<file path="src/rtl/fp32_div_wb_if.sv">
// Request / write-back bundle between the FP issue logic and the FP32 divider.
// The master drives the operation request; the slave returns the register-file write-back.
interface fp32_div_wb_if #(
    parameter int ADDR_W = 5
);
    logic              start;
    logic [31:0]       op_a;
    logic [31:0]       op_b;
    logic [ADDR_W-1:0] rd_in;
    logic              busy;
    logic              wb_we;
    logic [ADDR_W-1:0] wb_addr;
    logic [31:0]       wb_data;
    logic [4:0]        fflags;

    modport master (
        output start, op_a, op_b, rd_in,
        input  busy, wb_we, wb_addr, wb_data, fflags
    );

    modport slave (
        input  start, op_a, op_b, rd_in,
        output busy, wb_we, wb_addr, wb_data, fflags
    );
endinterface

</file>
<file path="src/rtl/fp32_div_wb.sv">
// Iterative radix-2 restoring FP32 divider whose result feeds the FP register file write port.
// RNE rounding only; subnormal inputs and results are flushed to zero.
module fp32_div_wb #(
    parameter int ADDR_W = 5,
    parameter int ITERS  = 26
) (
    input  logic         CLK,
    input  logic         RST,
    fp32_div_wb_if.slave bus
);
    localparam logic [31:0] QNAN = 32'h7FC0_0000;

    typedef enum logic [2:0] {IDLE, CHECK, DIV, ROUND, WB} state_t;

    state_t            r_state;
    state_t            w_nextState;

    logic [31:0]       r_opA;
    logic [31:0]       r_opB;
    logic [ADDR_W-1:0] r_rd;
    logic [ADDR_W-1:0] r_wbAddr;
    logic [31:0]       r_wbData;
    logic [4:0]        r_fflags;
    logic [25:0]       r_quo;
    logic [24:0]       r_rem;
    logic signed [9:0] r_exp;
    logic [4:0]        r_count;

    logic              w_sign;
    logic              w_zeroA, w_zeroB, w_infA, w_infB, w_nanA, w_nanB, w_snanA, w_snanB;
    logic              w_special;
    logic [31:0]       w_specData;
    logic [4:0]        w_specFlags;
    logic [23:0]       w_mantA, w_mantB;
    logic signed [9:0] w_expDiff, w_initExp;
    logic              w_aLess;
    logic [24:0]       w_initRem;
    logic              w_remGe;
    logic [24:0]       w_remNext;
    logic              w_guard, w_sticky, w_roundUp;
    logic [24:0]       w_mantRnd;
    logic [22:0]       w_mantFin;
    logic signed [9:0] w_expFin;
    logic [31:0]       w_rndData;
    logic [4:0]        w_rndFlags;

    // Exponent-zero operands count as signed zero, so no denormal path exists anywhere.
    assign w_sign  = r_opA[31] ^ r_opB[31];
    assign w_zeroA = (r_opA[30:23] == 8'h00);
    assign w_zeroB = (r_opB[30:23] == 8'h00);
    assign w_infA  = (r_opA[30:23] == 8'hFF) && (r_opA[22:0] == 23'd0);
    assign w_infB  = (r_opB[30:23] == 8'hFF) && (r_opB[22:0] == 23'd0);
    assign w_nanA  = (r_opA[30:23] == 8'hFF) && (r_opA[22:0] != 23'd0);
    assign w_nanB  = (r_opB[30:23] == 8'hFF) && (r_opB[22:0] != 23'd0);
    assign w_snanA = w_nanA && !r_opA[22];
    assign w_snanB = w_nanB && !r_opB[22];

    always_comb begin
        w_special   = 1'b1;
        w_specData  = QNAN;
        w_specFlags = 5'b00000;
        if (w_nanA || w_nanB) begin
            w_specFlags = {(w_snanA || w_snanB), 4'b0000};
        end else if ((w_zeroA && w_zeroB) || (w_infA && w_infB)) begin
            w_specFlags = 5'b10000;
        end else if (w_infA) begin
            w_specData = {w_sign, 8'hFF, 23'd0};
        end else if (w_zeroB) begin
            w_specData  = {w_sign, 8'hFF, 23'd0};
            w_specFlags = 5'b01000;
        end else if (w_zeroA || w_infB) begin
            w_specData = {w_sign, 31'd0};
        end else begin
            w_special = 1'b0;
        end
    end

    // Pre-normalising the dividend guarantees the first quotient bit is 1.
    assign w_mantA   = {1'b1, r_opA[22:0]};
    assign w_mantB   = {1'b1, r_opB[22:0]};
    assign w_expDiff = $signed({2'b00, r_opA[30:23]}) - $signed({2'b00, r_opB[30:23]}) + 10'sd127;
    assign w_aLess   = (w_mantA < w_mantB);
    assign w_initRem = w_aLess ? {w_mantA, 1'b0} : {1'b0, w_mantA};
    assign w_initExp = w_aLess ? (w_expDiff - 10'sd1) : w_expDiff;

    assign w_remGe   = (r_rem >= {1'b0, w_mantB});
    assign w_remNext = (w_remGe ? (r_rem - {1'b0, w_mantB}) : r_rem) << 1;

    assign w_guard   = r_quo[1];
    assign w_sticky  = r_quo[0] | (r_rem != 25'd0);
    assign w_roundUp = w_guard & (w_sticky | r_quo[2]);
    assign w_mantRnd = {1'b0, r_quo[25:2]} + {24'd0, w_roundUp};
    assign w_mantFin = w_mantRnd[24] ? w_mantRnd[23:1] : w_mantRnd[22:0];
    assign w_expFin  = w_mantRnd[24] ? (r_exp + 10'sd1) : r_exp;

    always_comb begin
        w_rndData  = {w_sign, w_expFin[7:0], w_mantFin};
        w_rndFlags = {4'b0000, (w_guard | w_sticky)};
        if (w_expFin >= 10'sd255) begin
            w_rndData  = {w_sign, 8'hFF, 23'd0};
            w_rndFlags = 5'b00101;
        end else if (w_expFin <= 10'sd0) begin
            w_rndData  = {w_sign, 31'd0};
            w_rndFlags = 5'b00011;
        end
    end

    always_ff @(posedge CLK or negedge RST) begin
        if (!RST) begin
            r_state <= IDLE;
        end else begin
            r_state <= w_nextState;
        end
    end

    always_comb begin
        w_nextState = r_state;
        case (r_state)
            IDLE:    if (bus.start) w_nextState = CHECK;
            CHECK:   w_nextState = w_special ? WB : DIV;
            DIV:     if (r_count == 5'(ITERS - 1)) w_nextState = ROUND;
            ROUND:   w_nextState = WB;
            WB:      w_nextState = IDLE;
            default: w_nextState = IDLE;
        endcase
    end

    // Write-back registers only change on entry to WB, so the register file never sees partial results.
    always_ff @(posedge CLK or negedge RST) begin
        if (!RST) begin
            r_opA    <= '0;
            r_opB    <= '0;
            r_rd     <= '0;
            r_wbAddr <= '0;
            r_wbData <= '0;
            r_fflags <= '0;
            r_quo    <= '0;
            r_rem    <= '0;
            r_exp    <= '0;
            r_count  <= '0;
        end else begin
            case (r_state)
                IDLE: begin
                    if (bus.start) begin
                        r_opA <= bus.op_a;
                        r_opB <= bus.op_b;
                        r_rd  <= bus.rd_in;
                    end
                end
                CHECK: begin
                    if (w_special) begin
                        r_wbData <= w_specData;
                        r_fflags <= w_specFlags;
                        r_wbAddr <= r_rd;
                    end else begin
                        r_rem   <= w_initRem;
                        r_exp   <= w_initExp;
                        r_quo   <= '0;
                        r_count <= '0;
                    end
                end
                DIV: begin
                    r_quo   <= {r_quo[24:0], w_remGe};
                    r_rem   <= w_remNext;
                    r_count <= r_count + 5'd1;
                end
                ROUND: begin
                    r_wbData <= w_rndData;
                    r_fflags <= w_rndFlags;
                    r_wbAddr <= r_rd;
                end
                default: ;
            endcase
        end
    end

    assign bus.busy    = (r_state != IDLE);
    assign bus.wb_we   = (r_state == WB);
    assign bus.wb_addr = r_wbAddr;
    assign bus.wb_data = r_wbData;
    assign bus.fflags  = r_fflags;
endmodule

</file>
<file path="src/flat_wrapper.sv">
// flat-port wrapper written by rule: the top's interface ports become plain ports
module fp32_div_wb_flat 
#(
    parameter int ADDR_W = 5,
    parameter int ITERS  = 26
)
  (CLK, RST, bus_start, bus_op_a, bus_op_b, bus_rd_in, bus_busy, bus_wb_we, bus_wb_addr, bus_wb_data, bus_fflags);
  fp32_div_wb_if #(.ADDR_W(ADDR_W)) bus_i ();
  input  logic CLK;
  input  logic RST;
  input wire logic [$bits(bus_i.start)-1:0] bus_start;
  input wire logic [$bits(bus_i.op_a)-1:0] bus_op_a;
  input wire logic [$bits(bus_i.op_b)-1:0] bus_op_b;
  input wire logic [$bits(bus_i.rd_in)-1:0] bus_rd_in;
  output wire logic [$bits(bus_i.busy)-1:0] bus_busy;
  output wire logic [$bits(bus_i.wb_we)-1:0] bus_wb_we;
  output wire logic [$bits(bus_i.wb_addr)-1:0] bus_wb_addr;
  output wire logic [$bits(bus_i.wb_data)-1:0] bus_wb_data;
  output wire logic [$bits(bus_i.fflags)-1:0] bus_fflags;
  assign bus_i.start = bus_start;
  assign bus_i.op_a = bus_op_a;
  assign bus_i.op_b = bus_op_b;
  assign bus_i.rd_in = bus_rd_in;
  assign bus_busy = bus_i.busy;
  assign bus_wb_we = bus_i.wb_we;
  assign bus_wb_addr = bus_i.wb_addr;
  assign bus_wb_data = bus_i.wb_data;
  assign bus_fflags = bus_i.fflags;
  fp32_div_wb #(.ADDR_W(ADDR_W), .ITERS(ITERS)) u_core (.CLK(CLK), .RST(RST), .bus(bus_i));
endmodule
</file>
<file path="config.mk">
export PLATFORM = sky130hd
export DESIGN_NAME = fp32_div_wb_flat
export DESIGN_NICKNAME = d
export VERILOG_FILES = /design/src/rtl/fp32_div_wb_if.sv /design/src/rtl/fp32_div_wb.sv /design/src/flat_wrapper.sv
export SDC_FILE = /design/constraint.sdc
export NUM_CORES = 1
export LEC_CHECK = 0
export ABC_AREA = 1
export CAP_MARGIN = 10
export CORE_UTILIZATION = 50
export DETAILED_ROUTE_END_ITERATION = 10
export PLACE_DENSITY = 0.78
export SYNTH_ARGS = -nofsm -noshare
export SYNTH_HDL_FRONTEND = slang
export SYNTH_SLANG_ARGS = --single-unit
</file>
<file path="constraint.sdc">
create_clock -name CLK -period 2.57 [get_ports CLK]
set_input_delay 0.3855 -clock CLK [delete_from_list [all_inputs] [get_ports CLK]]
set_output_delay 0.3855 -clock CLK [all_outputs]
set_load 0.02 [all_outputs]
</file>
==> impl_metrics.json <==
{
  "status": "finished with violations",
  "violations": "negative setup slack",
  "ant_nets": 0,
  "areaGrowthSynthToFinish_pct": 24.8,
  "peakVddDrop_uv": 635,
  "regArea_um2": 4500,
  "synth_warnings": 0,
  "gr-total-overflow": 0,
  "root_buffer": "clkbuf_16",
  "die_area_um2": 23800,
  "wl_um": 32400,
  "async_flop_share_pct": 100,
  "finalPower_mw": 21.3,
  "final_nets": 1853,
  "tritoncts": "built",
  "core_um2": 22700,
  "rows": 55,
  "cts.sink_count": 180,
  "cp_common_cell": "nand2_1",
  "reg2reg_slack_ps": -80,
  "drtPass1Iterations": 8,
  "max_slew.worst_pin.slew_ps": 978,
  "power_density_nw_per_um2": 1470,
  "synth_area_um2": 11600,
  "wire_per_inst_um": 16.1,
  "synth_most_common_cell": "nand2_1",
  "die_w_um": 154,
  "num_io_pins": 116,
  "cp_num_buf_inv": 4,
  "grt_start_max_net_pins": 64,
  "cp-start-kind": "flip-flop",
  "critPathSlowestCell": "fa_2",
  "synthCells": 1551,
  "die_y_um": 154,
  "cts_max_path_buffers": 2,
  "yosys.area.top_type": "dfrtp_1",
  "synth_seq_area_share_pct": 38.8,
  "finalHoldViolCount": 0,
  "max_freq_ghz": 0.377,
  "finalSetupTns_ps": -135,
  "switchingPower_mw": 10.6,
  "synthFlopType": "dfrtp_1",
  "synth_cell_types": 50,
  "path_max_fanout": 3,
  "crit_chain": "inv_2, ha_4, inv_2, fa_2, inv_2, ha_4, xnor2_4, nor2_1, nand2_1, nor2_1, nand2_1, nor2_1, nand2_1, buf_4, o21bai_1, nand3_1, nand2_1",
  "worstPathArrival_ps": 3030,
  "reg2reg_from": "u_core.r_opA[23]",
  "clkSlewWorstSetupHoldPaths_ps": 80,
  "io_buffers": 115,
  "grt_usage_pct": 26.3,
  "p_leak_nw": 7.00,
  "grt_pass1_vias": 10300,
  "fillers": 1932,
  "gp_congestion": 0.977,
  "crit_start": "u_core.r_opA[23]",
  "period_needed_ps": 2650,
  "drive_gt1_share_pct": 13.3,
  "finalWorstSetupSlack_ps": -79.9,
  "drt_iter0_markers": 853,
  "synth_seq_cells": 180,
  "synth-edff-count": 0,
  "maxSlewHeadroom_pct": 34.6,
  "skew_ps": 15.9,
  "viasPerCell": 5.51,
  "hpwl_um": 23600,
  "max_stage_delay_ps": 520,
  "cts_inserted_buffers": 17,
  "grt_pass1_wl_um": 50000,
  "cts-htree-levels": 4,
  "final.period_utilization_pct": 103,
  "yosys-top-cells-count": "nand2_1 (381), nor2_1 (208), dfrtp_1 (180), inv_1 (168), nand3_1 (100)",
  "hp-class": "flip-flop to flip-flop",
  "antenna_found_initial": 0,
  "hp-start": "u_core.r_rd[3]",
  "vias": 11100,
  "synth.area.top_cells": "dfrtp_1 (39%), nand2_1 (12%), nor2_1 (6.7%)",
  "cap_violations": 0,
  "crit_family": "adder cells",
  "avgSynthCellArea_um2": 7.49,
  "clock_latency_ps": 440,
  "initial_utilization_pct": 51.1,
  "antenna_cells": 0,
  "comb_power_share_pct": 64.9,
  "seq_power_share_pct": 22.9,
  "yosysTopAreaCellShare_pct": 38.8,
  "worstSetupPathType": "flip-flop to flip-flop",
  "endpoint_kind": "flip-flop",
  "slew_violations": 0,
  "setup_viol": 3,
  "multi_input_area_um2": 6560,
  "drcViolationCount": 0,
  "p_sw_share_pct": 49.6,
  "clockPowerShare_pct": 12.2,
  "synth_fp_nets": 1684,
  "rsz0062_at_grt": "yes",
  "required_ps": 2950,
  "p_int_mw": 10.7
}
layout by cell type, fill, tap and decap left out, types with 5 or more instances in the layout:
master           netlist  final
mux2_2                37     37
inv_1                168    162
nor3_1                11     10
o21ai_0               80     76
xnor2_1               16     12
nand2_2               11     19
nand2_4                4      5
clkbuf_16              0     17
nor4_1                11      9
a21oi_1               78     74
o22ai_1               27     27
ha_1                  59     51
ha_4                   0      5
a21oi_2                1      5
dfrtp_1              180    180
buf_4                  1     65
nand2_1              381    372
buf_12                 0      8
nor2_1               208    202
xor2_1                35     34
nand4_1               30     30
o21ai_1               11     15
nor2_2                 1      6
inv_2                  4      8
a211oi_1              10      9
clkdlybuf4s50_1        0    114
nand3_1              100     97
kinds of logic after synthesis:
| family | share of synthesized area [%] |
|---|---|
| adder cells (fa/ha/maj) | 6.70 |
| buffers and inverters | 7.53 |
| AO/OA/AOI/OAI | 11.1 |
| AND/OR/NAND/NOR | 28.5 |
| XOR/XNOR | 3.85 |
| flip-flops | 38.8 |
| multiplexers | 3.59 |
per-stage QoR:
stage	utilization (%)	instance area [µm²]	setup slack, ps	cells	hold slack [ps]
2_1_floorplan	-	11600	208	1551	89.9
3_3_place_gp	58.9	13400	39.3	1956	406
3_5_place_dp	58.9	13400	-44.3	1956	409
4_1_cts	61.6	14000	2.40	1989	469
5_1_grt	63.8	14500	-177	2018	478
6_report	63.8	14500	-79.9	2018	467
worst paths after layout:
path | endpoint | depth (start not counted)
worst min-delay path | u_core.bus.wb_addr[3] | 2
worst max register to register | u_core.r_exp[7] | 17
max in group asynchronous | u_core.bus.wb_data[11] | 3
min in group asynchronous | u_core.r_rd[2] | 2
worst max-delay path | u_core.r_exp[7] | 17
worst min register to register | u_core.bus.wb_addr[3] | 2
registers in the layout (all words and copies together) (netlist names):
name / flops
u_core.bus.fflags: 5
u_core.bus.wb_addr: 5
u_core.bus.wb_data: 32
u_core.r_count: 5
u_core.r_exp: 10
u_core.r_opA: 32
u_core.r_opB: 32
u_core.r_quo: 26
u_core.r_rd: 5
u_core.r_rem: 25
u_core.r_state: 3
final cells by class:
cell class	count	share of cell area [%]
multi-input cells	1156	45.3
flip-flops and latches	180	31.1
repair buffers	190	12.6
inverters	173	4.57
clock buffers	18	3.03
well taps	285	2.46
clock inverters	14	0.932
repair inverters	2	0.0950
metal layers:
metal | up-vias | share of wire [%] | routed length [µm] | GRT usage [%]
li1 | 5421 | - | - | -
met1 | 5222 | 43 | 14000 | 34.1
met2 | 390 | 49 | 15700 | 44.9
met3 | 80 | 5.1 | 1640 | 3.98
met4 | 0 | 3.2 | 1030 | 9.38
met5 | - | 0 | 0 | 0
tightest hold or removal path: stages (launching register included):
cell     delay (ps)
dfrtp_1         340
nand2_1          50
nand2_1          50
power groups by stage:
stage / Combinational, mW / Sequential [mW] / Clock [mW]
2_1_floorplan: 8.53 / 4.84 / 0
3_3_place_gp: 11.8 / 4.83 / 0
3_5_place_dp: 12.1 / 4.87 / 0
4_1_cts: 12.3 / 4.83 / 2.61
5_1_grt: 15.3 / 5.00 / 2.72
6_report: 13.8 / 4.88 / 2.59
what timing repair did:
action | in CTS | in global routing
buffers inserted | 0 | 23
cloned | 0 | 6
pin swaps | 0 | 23
gates resized for setup | 6 | 65
hold buffers | 1 | 0
setup endpoints to repair | 4 | 53
endpoints found under the hold margin | 60 | 0
(Power assumes the default switching activity.)
